--- config.mk ---
export PLATFORM = sky130hd
export DESIGN_NAME = garo_entropy_ctrl
export DESIGN_NICKNAME = d
export VERILOG_FILES = /design/src/rtl/garo_entropy_ctrl.sv
export SDC_FILE = /design/constraint.sdc
export NUM_CORES = 1
export LEC_CHECK = 0
export BUFFER_PORTS_ARGS = -buffer_cell sky130_fd_sc_hd__buf_2
export CORE_MARGIN = 1.5
export CORE_UTILIZATION = 40
export CTS_BUF_LIST = sky130_fd_sc_hd__clkbuf_4 sky130_fd_sc_hd__clkbuf_8
export CTS_CLUSTER_SIZE = 25
export DETAILED_ROUTE_END_ITERATION = 8
export GPL_TIMING_DRIVEN = 1
export PLACE_DENSITY = 0.61
export SYNTH_ARGS = -nofsm -noshare
export SYNTH_HDL_FRONTEND = slang
export SYNTH_SLANG_ARGS = --single-unit
export TNS_END_PERCENT = 20
--- constraint.sdc ---
create_clock -name clk -period 3.6 [get_ports clk]
set_input_delay 0 -clock clk [delete_from_list [all_inputs] [get_ports clk]]
set_output_delay 0 -clock clk [all_outputs]
set_load 0.02 [all_outputs]
--- src/rtl/garo_entropy_ctrl.sv ---
// Gated ring-oscillator entropy controller: warm-up, divided sampling,
// repetition health test and word packing. Optional: GARO_VON_NEUMANN_EN.
module garo_entropy_ctrl #(
    parameter int WORD_W     = 8,
    parameter int WARMUP_CYC = 64,
    parameter int SAMPLE_DIV = 4,
    parameter int REP_LIMIT  = 16
) (
    input  logic              clk,
    input  logic              reset,
    input  logic              req,
    input  logic              osc_bit,
    output logic              osc_run,
    output logic [WORD_W-1:0] data,
    output logic              data_valid,
    input  logic              data_ready,
    output logic              health_fail,
    output logic              busy
);

    localparam int WC_W  = $clog2(WARMUP_CYC + 1);
    localparam int DIV_W = (SAMPLE_DIV > 1) ? $clog2(SAMPLE_DIV) : 1;
    localparam int BC_W  = $clog2(WORD_W + 1);
    localparam int RUN_W = $clog2(REP_LIMIT + 1);

    localparam logic [WC_W-1:0]  WARM_LAST = WC_W'(WARMUP_CYC - 1);
    localparam logic [DIV_W-1:0] DIV_LAST  = DIV_W'(SAMPLE_DIV - 1);
    localparam logic [BC_W-1:0]  BIT_LAST  = BC_W'(WORD_W - 1);
    localparam logic [RUN_W-1:0] RUN_END   = RUN_W'(REP_LIMIT);

    typedef enum logic [1:0] {IDLE, WARMUP, COLLECT, OUTPUT} state_t;

    state_t             state_q, state_d;
    logic [WC_W-1:0]    wcnt_q, wcnt_d;
    logic [DIV_W-1:0]   div_q, div_d;
    logic [BC_W-1:0]    bcnt_q, bcnt_d;
    logic [RUN_W-1:0]   run_q, run_d;
    logic               prev_q, prev_d;
    logic [WORD_W-1:0]  shreg_q, shreg_d;
    logic [WORD_W-1:0]  data_q, data_d;
    logic               valid_q, valid_d;
    logic               hf_q, hf_d;
`ifdef GARO_VON_NEUMANN_EN
    logic               pend_q, pend_d;
    logic               first_q, first_d;
`endif

    logic               sample;
    logic               acc;
    logic               acc_bit;
    logic               fault;
    logic               word_done;
    logic [RUN_W-1:0]   run_nx;
    logic [WORD_W-1:0]  shreg_nx;

    always_comb begin
        state_d   = state_q;
        wcnt_d    = wcnt_q;
        div_d     = div_q;
        bcnt_d    = bcnt_q;
        run_d     = run_q;
        prev_d    = prev_q;
        shreg_d   = shreg_q;
        data_d    = data_q;
        valid_d   = valid_q;
        hf_d      = hf_q;
`ifdef GARO_VON_NEUMANN_EN
        pend_d    = pend_q;
        first_d   = first_q;
`endif
        sample    = 1'b0;
        acc       = 1'b0;
        acc_bit   = osc_bit;
        fault     = 1'b0;
        word_done = 1'b0;
        run_nx    = run_q;
        shreg_nx  = shreg_q;

        case (state_q)
            IDLE: begin
                if (req) begin
                    state_d = WARMUP;
                    wcnt_d  = '0;
                    run_d   = '0;
                end
            end
            WARMUP: begin
                wcnt_d = wcnt_q + 1'b1;
                if (!req) begin
                    state_d = IDLE;
                end else if (wcnt_q == WARM_LAST) begin
                    state_d = COLLECT;
                    div_d   = '0;
                    bcnt_d  = '0;
                    run_d   = '0;
                    shreg_d = '0;
`ifdef GARO_VON_NEUMANN_EN
                    pend_d  = 1'b0;
`endif
                end
            end
            COLLECT: begin
                if (div_q == DIV_LAST) begin
                    div_d  = '0;
                    sample = 1'b1;
                end else begin
                    div_d = div_q + 1'b1;
                end
                if (sample) begin
                    // Run length is tracked on raw samples, before any debiasing
                    if (run_q != '0 && osc_bit == prev_q) begin
                        run_nx = run_q + 1'b1;
                    end else begin
                        run_nx = RUN_W'(1);
                    end
                    run_d  = run_nx;
                    prev_d = osc_bit;
                    fault  = (run_nx == RUN_END);
`ifdef GARO_VON_NEUMANN_EN
                    if (!pend_q) begin
                        pend_d  = 1'b1;
                        first_d = osc_bit;
                    end else begin
                        pend_d = 1'b0;
                        if (first_q != osc_bit) begin
                            acc     = 1'b1;
                            acc_bit = first_q;
                        end
                    end
`else
                    acc = 1'b1;
`endif
                end
                if (acc) begin
                    shreg_nx  = {shreg_q[WORD_W-2:0], acc_bit};
                    shreg_d   = shreg_nx;
                    bcnt_d    = bcnt_q + 1'b1;
                    word_done = (bcnt_q == BIT_LAST);
                end
                if (fault) begin
                    hf_d = 1'b1;
                end
                if (!req) begin
                    state_d = IDLE;
                end else if (fault) begin
                    state_d = WARMUP;
                    wcnt_d  = '0;
                    run_d   = '0;
                end else if (word_done) begin
                    state_d = OUTPUT;
                    data_d  = shreg_nx;
                    valid_d = 1'b1;
                end
            end
            OUTPUT: begin
                if (data_ready) begin
                    valid_d = 1'b0;
                    if (req) begin
                        state_d = COLLECT;
                        div_d   = '0;
                        bcnt_d  = '0;
`ifdef GARO_VON_NEUMANN_EN
                        pend_d  = 1'b0;
`endif
                    end else begin
                        state_d = IDLE;
                    end
                end
            end
            default: state_d = IDLE;
        endcase
    end

    always_ff @(posedge clk or posedge reset) begin
        if (reset) begin
            state_q <= IDLE;
            wcnt_q  <= '0;
            div_q   <= '0;
            bcnt_q  <= '0;
            run_q   <= '0;
            prev_q  <= 1'b0;
            shreg_q <= '0;
            data_q  <= '0;
            valid_q <= 1'b0;
            hf_q    <= 1'b0;
`ifdef GARO_VON_NEUMANN_EN
            pend_q  <= 1'b0;
            first_q <= 1'b0;
`endif
        end else begin
            state_q <= state_d;
            wcnt_q  <= wcnt_d;
            div_q   <= div_d;
            bcnt_q  <= bcnt_d;
            run_q   <= run_d;
            prev_q  <= prev_d;
            shreg_q <= shreg_d;
            data_q  <= data_d;
            valid_q <= valid_d;
            hf_q    <= hf_d;
`ifdef GARO_VON_NEUMANN_EN
            pend_q  <= pend_d;
            first_q <= first_d;
`endif
        end
    end

    assign osc_run     = (state_q != IDLE);
    assign busy        = (state_q != IDLE);
    assign data        = data_q;
    assign data_valid  = valid_q;
    assign health_fail = hf_q;

endmodule
==> results of run 1 <==
## cell families (layout without fill, tap and decap cells)
logic type / after synthesis / in the layout / share of synthesized area [%]
muxes: 18 / 18 / 9.38
AOI/OAI and AO/OA: 53 / 53 / 18.6
DFF: 39 / 39 / 45.7
xor gates and xnor gates: 5 / 5 / 2.05
and+or+nand+nor: 64 / 64 / 17.2
adders and majority gates: 5 / 5 / 2.93
buffers and inverters: 18 / 34 / 4.16
## Yosys cell counts, types with 4 or more instances
library cell / number
a21oi_1: 6
a22o_1: 11
clkbuf_1: 4
dfrtp_1: 39
ha_1: 5
inv_1: 7
mux2_2: 16
nand2_1: 21
nand3_1: 9
nor2_1: 6
nor2b_1: 4
o21ai_0: 9
## stage by stage
step | worst slack [ns] | area (um2)
2_1_floorplan | 1.69 | 2130
4_1_cts | 1.28 | 2370
3_5_place_dp | 1.29 | 2250
6_report | 1.35 | 2370
5_1_grt | 1.13 | 2370
3_3_place_gp | 1.30 | 2250
## area by class of cell
class | count | share of cell area [%]
timing repair buffer | 19 | 4.55
multi-input combinational | 145 | 45.2
sequential | 39 | 41.2
clock buffer | 6 | 3.49
clock inverter | 2 | 0.687
inverter | 7 | 1.11
tap | 70 | 3.70
## routing by layer
metal / vias up / global-route usage (%) / routed length [um] / part of all wire [%]
met5: - / 0 / 0 / 0
met4: 0 / 6.48 / 67 / 1.6
met3: 8 / 3.83 / 156 / 3.7
met2: 27 / 24.8 / 1890 / 45
met1: 765 / 20.4 / 2050 / 49
li1: 778 / - / - / -
## flip-flops by register name, indices dropped and copies added (netlist names)
register and cells:
health_fail 1, wcnt_q 7, bcnt_q 4, run_q 5, state_q 2, prev_q 1
shreg_q 8, data 8, div_q 2, data_valid 1
## power by group through the flow
stage / clock network, mW / registers (mW) / logic (mW)
after floorplan: 0 / 0.551 / 0.184
after global placement: 0 / 0.581 / 0.201
after detailed placement: 0 / 0.581 / 0.202
after CTS: 0.330 / 0.572 / 0.206
after global routing: 0.349 / 0.588 / 0.235
final: 0.318 / 0.573 / 0.201
## path summary, 6_finish.rpt
path / start / to / slack, ns / cells after the start
worst max-delay path: div_q[0] / data[5] / 1.35 / 5
worst min-delay path: req / state_q[0] / 0.04 / 3
worst max register to register: div_q[0] / data[5] / 1.35 / 5
worst min register to register: bcnt_q[3] / bcnt_q[3] / 0.47 / 1
max in group asynchronous: reset / run_q[3] / 2.89 / 4
min in group asynchronous: reset / shreg_q[6] / 0.36 / 4
## worst reg2reg max path, cell delays in order (launching register included)
cell,delay (ns)
dfrtp_1,0.38
ha_1,0.50
and4b_1,0.32
nand3_1,0.10
a21oi_2,0.44
mux2_2,0.40
==> flow_summary_export.csv, run 1 <==
group,metric,value,unit
run_status,status,"finished clean",
min_path,hold_class,"in2reg",
power_and_ir_drop,p_sw,0.346,mW
floorplan,die_y,76.1,um
final_layout,drive_gt1_share,23.9,%
final_layout,fillCellCount,500,
yosys,avgSynthCellArea,10.6,um2
global_route,antenna_found_initial,0,
final_layout,seq_area,976,um2
flow_run,drv_cap,0,
power_and_ir_drop,leakage,1.08,nW
worst_setup_path,cp_max_fo,14,
timing,max_slew_margin,57.4,%
power_and_ir_drop,p_clk_share,29.1,%
clock_network,cts-root-buf,"clkbuf_8",
worst_setup_path,worstSetupPathType,"reg2reg",
timing,fmax,0.444,GHz
routing,drt_iter0_drc,101,
timing,rsz0062_at_grt,"false",
power_and_ir_drop,p_per_area,462,nW/um2
floorplan,design.core.area,5140,um2
placed_design,numPortBuffers,16,
routing,routed_wl,4.17,mm
yosys,synth.distinct_cells,55,
yosys,ys_warn_count,0,
placed_design,dp_hpwl,2.77,mm
yosys,synth_nets,212,
routing,wl_per_cell,14.5,um
yosys,synth_top_cell_area_share,45.7,%
power_and_ir_drop,seqPwrFrac,52.5,%
final_layout,mostFrequentLayoutCells,"dfrtp_1 (39), nand2_1 (21), mux2_2 (16), buf_2 (16), a22o_1 (11)",
yosys,synth_ff_type,"dfrtp_1",
worst_setup_path,critPathRequiredTime,3.79,ns
routing,dr_total_vias,1578,
global_route,grt_pass1_wl,7.20,mm
timing,finalCriticalPeriod,2.25,ns
yosys,netlist_top_cells_area,"dfrtp_1 (46%), mux2_2 (8.4%), a22o_1 (4.5%)",
final_layout,nets,227,
global_route,grt_pass1_vias,1526,
power_and_ir_drop,power,1.09,mW
clock_network,cts_buffer_depth,2,
global_route,grt_use_total,15.6,%
clock_network,hold_buffers,2,
routing,avgViaCountPerCell,5.48,
worst_setup_path,crit_chain,"ha_1, and4b_1, nand3_1, a21oi_2, mux2_2",
yosys,ys_seq_area_share,45.7,%
yosys,postSynthCellCount,202,
global_route,grt_max_degree,40,
final_layout,utilization,46.0,%
final_layout,insertedDiodeCount,0,
clock_network,clk_pin_slew_worst_paths,0.08,ns
final_layout,syn2layout_area_growth,10.8,%
timing,fin_skew,0.00188,ns
yosys,synth_edf_count,0,
final_layout,stdcell_count,288,
power_and_ir_drop,intPower,0.747,mW
clock_network,cts_setup_buffers,0,
yosys,netlist_area,2130,um2
timing,holdWs,0.0432,ns
timing,tightest_slew,0.640,ns
worst_setup_path,worstPathArrival,2.44,ns
floorplan,start_util,41.5,%
timing,period_share,62.6,%
worst_setup_path,crit_family,"adder cells",
clock_network,cts_sinks,39,
power_and_ir_drop,p_sw_share,31.6,%
placed_design,post-place-cells,278,
worst_setup_path,crit_path_end_kind,"register",
timing,setup_viol,0,
power_and_ir_drop,ir_worst_vdd,0.284,mV
clock_network,cts_made_buffers,5,
clock_network,ctsResizeCount,0,
global_route,overflow,0,
timing,tns,0,ns
clock_network,cts_max_level,2,
power_and_ir_drop,pwr-share-comb,18.4,%
floorplan,ios,17,
clock_network,insertion_delay,0.30,ns
clock_network,cts_tree,"done",
yosys,async_reset_ff_share,100,%
routing,ant_nets,0,
yosys,synth_seq_cells,39,
floorplan,rows,26,
timing,hold_viol_final,0,
floorplan,dieArea,5780,um2
routing,route.detailed.drc,0,
final_layout,layout_commonest_cell,"dfrtp_1",
floorplan,die_x,76.1,um
routing,dr.pass1.iters,4,
worst_setup_path,max_stage_delay,0.50,ns
worst_setup_path,cp_num_buf_inv,0,
worst_setup_path,cp_slowest_cell,"ha_1",
worst_setup_path,critPathLaunchType,"register",
yosys,synth_top_cell_by_area,"dfrtp_1",
placed_design,gp_congestion,0.815,
timing,maxSlewViolCount,0,
final_layout,multi_input_area,1070,um2
Power figures use the tool's default switching activity.
==> inputs of run 2 (changes only) <==
- PLACE_DENSITY: 0.61 -> 0.63
- clock period: 3.6 -> 1.8 ns (I/O delays scaled with it)
==> run 2 against run 1 <==
  * Clock power rose by 81%
  * Combinational power grew to 3.1 times the previous value
  * Final area grew 21%
  * The run now ends with setup timing left
  * Wire length grew 16%
  * Critical endpoint is now wcnt_q[6]
  * Sequential cell count stayed put
  * Global-route usage increased by 2.4 points
  * Worst setup slack worse by 1.4 ns
  * First-iteration DRC count decreased by 43%
  * Highest routed layer unchanged
  * Worst hold slack gained 0.0088 ns
  * Final cell count grew 16%
  * Sequential power increased by 92%
==> flow_summary_export.csv, run 2 (same netlist as run 1, synthesis figures left out) <==
group,metric,value,unit
placed_design,dp_hpwl,3.13,mm
power_and_ir_drop,ir_worst_vdd,0.503,mV
timing,setup_viol,18,
final_layout,mostFrequentLayoutCells,"buf_4 (45), dfrtp_1 (38), nand2_1 (21)",
floorplan,dieArea,5780,um2
global_route,grt_max_degree,40,
floorplan,rows,26,
final_layout,stdcell_count,333,
routing,drt_iter0_drc,58,
final_layout,insertedDiodeCount,0,
routing,route.detailed.drc,0,
routing,ant_nets,0,
power_and_ir_drop,p_per_area,806,nW/um2
floorplan,die_y,76.1,um
worst_setup_path,critPathRequiredTime,1.97,ns
timing,fmax,0.536,GHz
worst_setup_path,worstPathArrival,2.03,ns
power_and_ir_drop,leakage,1.34,nW
worst_setup_path,critPathLaunchType,"register",
worst_setup_path,worstSetupPathType,"reg2reg",
worst_setup_path,cp_slowest_cell,"dfrtp_1",
run_status,violations,"setup timing",
routing,routed_wl,4.84,mm
final_layout,drive_gt1_share,41.8,%
routing,avgViaCountPerCell,5.22,
worst_setup_path,cp_common_cell,"buf_4",
clock_network,cts_sinks,39,
clock_network,cts_max_level,2,
timing,period_share,104,%
routing,dr_total_vias,1739,
global_route,antenna_found_initial,0,
clock_network,clk_pin_slew_worst_paths,0.08,ns
placed_design,numPortBuffers,16,
final_layout,nets,273,
power_and_ir_drop,power,2.30,mW
final_layout,layout_commonest_cell,"buf_4",
worst_setup_path,crit_chain,"buf_6, ha_4, xor2_4, nor4_4, buf_4, nor3b_2, buf_4, o211ai_1",
clock_network,cts_tree,"done",
global_route,grt_pass1_vias,1800,
global_route,overflow,0,
floorplan,die_x,76.1,um
timing,hold_viol_final,0,
worst_setup_path,cp_max_fo,7,
clock_network,cts_made_buffers,5,
timing,finalCriticalPeriod,1.87,ns
timing,setup_ws,-0.0673,ns
worst_setup_path,crit_path_end_kind,"register",
min_path,hold_class,"in2reg",
floorplan,ios,17,
final_layout,fillCellCount,479,
final_layout,seq_area,977,um2
timing,maxSlewViolCount,0,
timing,tightest_slew,0.514,ns
clock_network,cts-root-buf,"clkbuf_8",
worst_setup_path,r2r_setup_slack,-0.07,ns
timing,rsz0062_at_grt,"true",
flow_run,drv_cap,0,
worst_setup_path,max_stage_delay,0.43,ns
run_status,status,"complete, but fails checks",
clock_network,cts_buffer_depth,2,
floorplan,design.core.area,5140,um2
timing,fin_skew,0.00845,ns
placed_design,pre_cts_ws,-0.201,ns
placed_design,gp_congestion,0.790,
floorplan,start_util,41.5,%
routing,dr.pass1.iters,4,
routing,wl_per_cell,14.5,um
global_route,grt_pass1_wl,8.38,mm
timing,tns,-0.848,ns
timing,max_slew_margin,65.6,%
final_layout,utilization,55.5,%
clock_network,insertion_delay,0.29,ns
global_route,grt_use_total,18.0,%
placed_design,post-place-cells,314,
final_layout,multi_input_area,1230,um2
final_layout,syn2layout_area_growth,33.6,%
## run 2: layer usage
metal / vias to the layer above / global-route usage, % / wire length [um]
li1: 870 / - / -
met1: 844 / 23.0 / 2320
met2: 19 / 30.5 / 2350
met3: 6 / 3.47 / 103
met4: 0 / 6.30 / 65
met5: - / 0 / 0
## run 2: final timing paths
kind,from,endpoint,cells past startpoint
hold reg to reg,bcnt_q[3],bcnt_q[3],1
hold / removal,data_ready,data_valid,3
max in group asynchronous,reset,run_q[2],4
setup reg to reg,run_q[0],wcnt_q[6],8
setup / recovery,run_q[0],wcnt_q[6],8
min in group asynchronous,reset,bcnt_q[1],4
## run 2: final cells by class
cell class / instances / share of cell area (%)
tap: 70 / 3.07
timing repair buffer: 64 / 15.7
multi-input combinational: 146 / 43.1
sequential: 39 / 34.3
clock inverter: 2 / 0.482
inverter: 7 / 0.921
clock buffer: 5 / 2.41
## run 2: metrics by stage
step                      hold WS [ns]  area (um2)
after CTS                       0.0450        2820
final                           0.0520        2850
after floorplan                  0.105        2150
after global placement           0.144        2530
after global routing            0.0586        2850
after detailed placement         0.153        2530
## run 2: power by group
| part | internal, mW | switching, mW |
|---|---|---|
| logic | 0.305 | 0.317 |
| clock network | 0.265 | 0.310 |
| registers | 0.992 | 0.110 |
| total | 1.56 | 0.737 |
## run 2: worst max-delay path: cells and delay by family, from the launching register on
| kind | cells | cell delay, ns |
|---|---|---|
| AND/OR/NAND/NOR | 2 | 0.40 |
| flip-flops | 1 | 0.43 |
| adder cells (fa/ha/maj) | 1 | 0.19 |
| AO/OA/AOI/OAI | 1 | 0.09 |
| XOR/XNOR | 1 | 0.17 |
| buffers and inverters | 3 | 0.48 |
## run 2: what timing repair did
| item | in CTS | in global routing |
|---|---|---|
| gates cloned | 1 | 0 |
| hold buffers | 2 | 0 |
| pin swaps | 9 | 2 |
| endpoints found under the setup margin | 18 | 20 |
| buffers inserted | 7 | 2 |
| resized for setup | 20 | 4 |
| endpoints found under the hold margin | 41 | 0 |
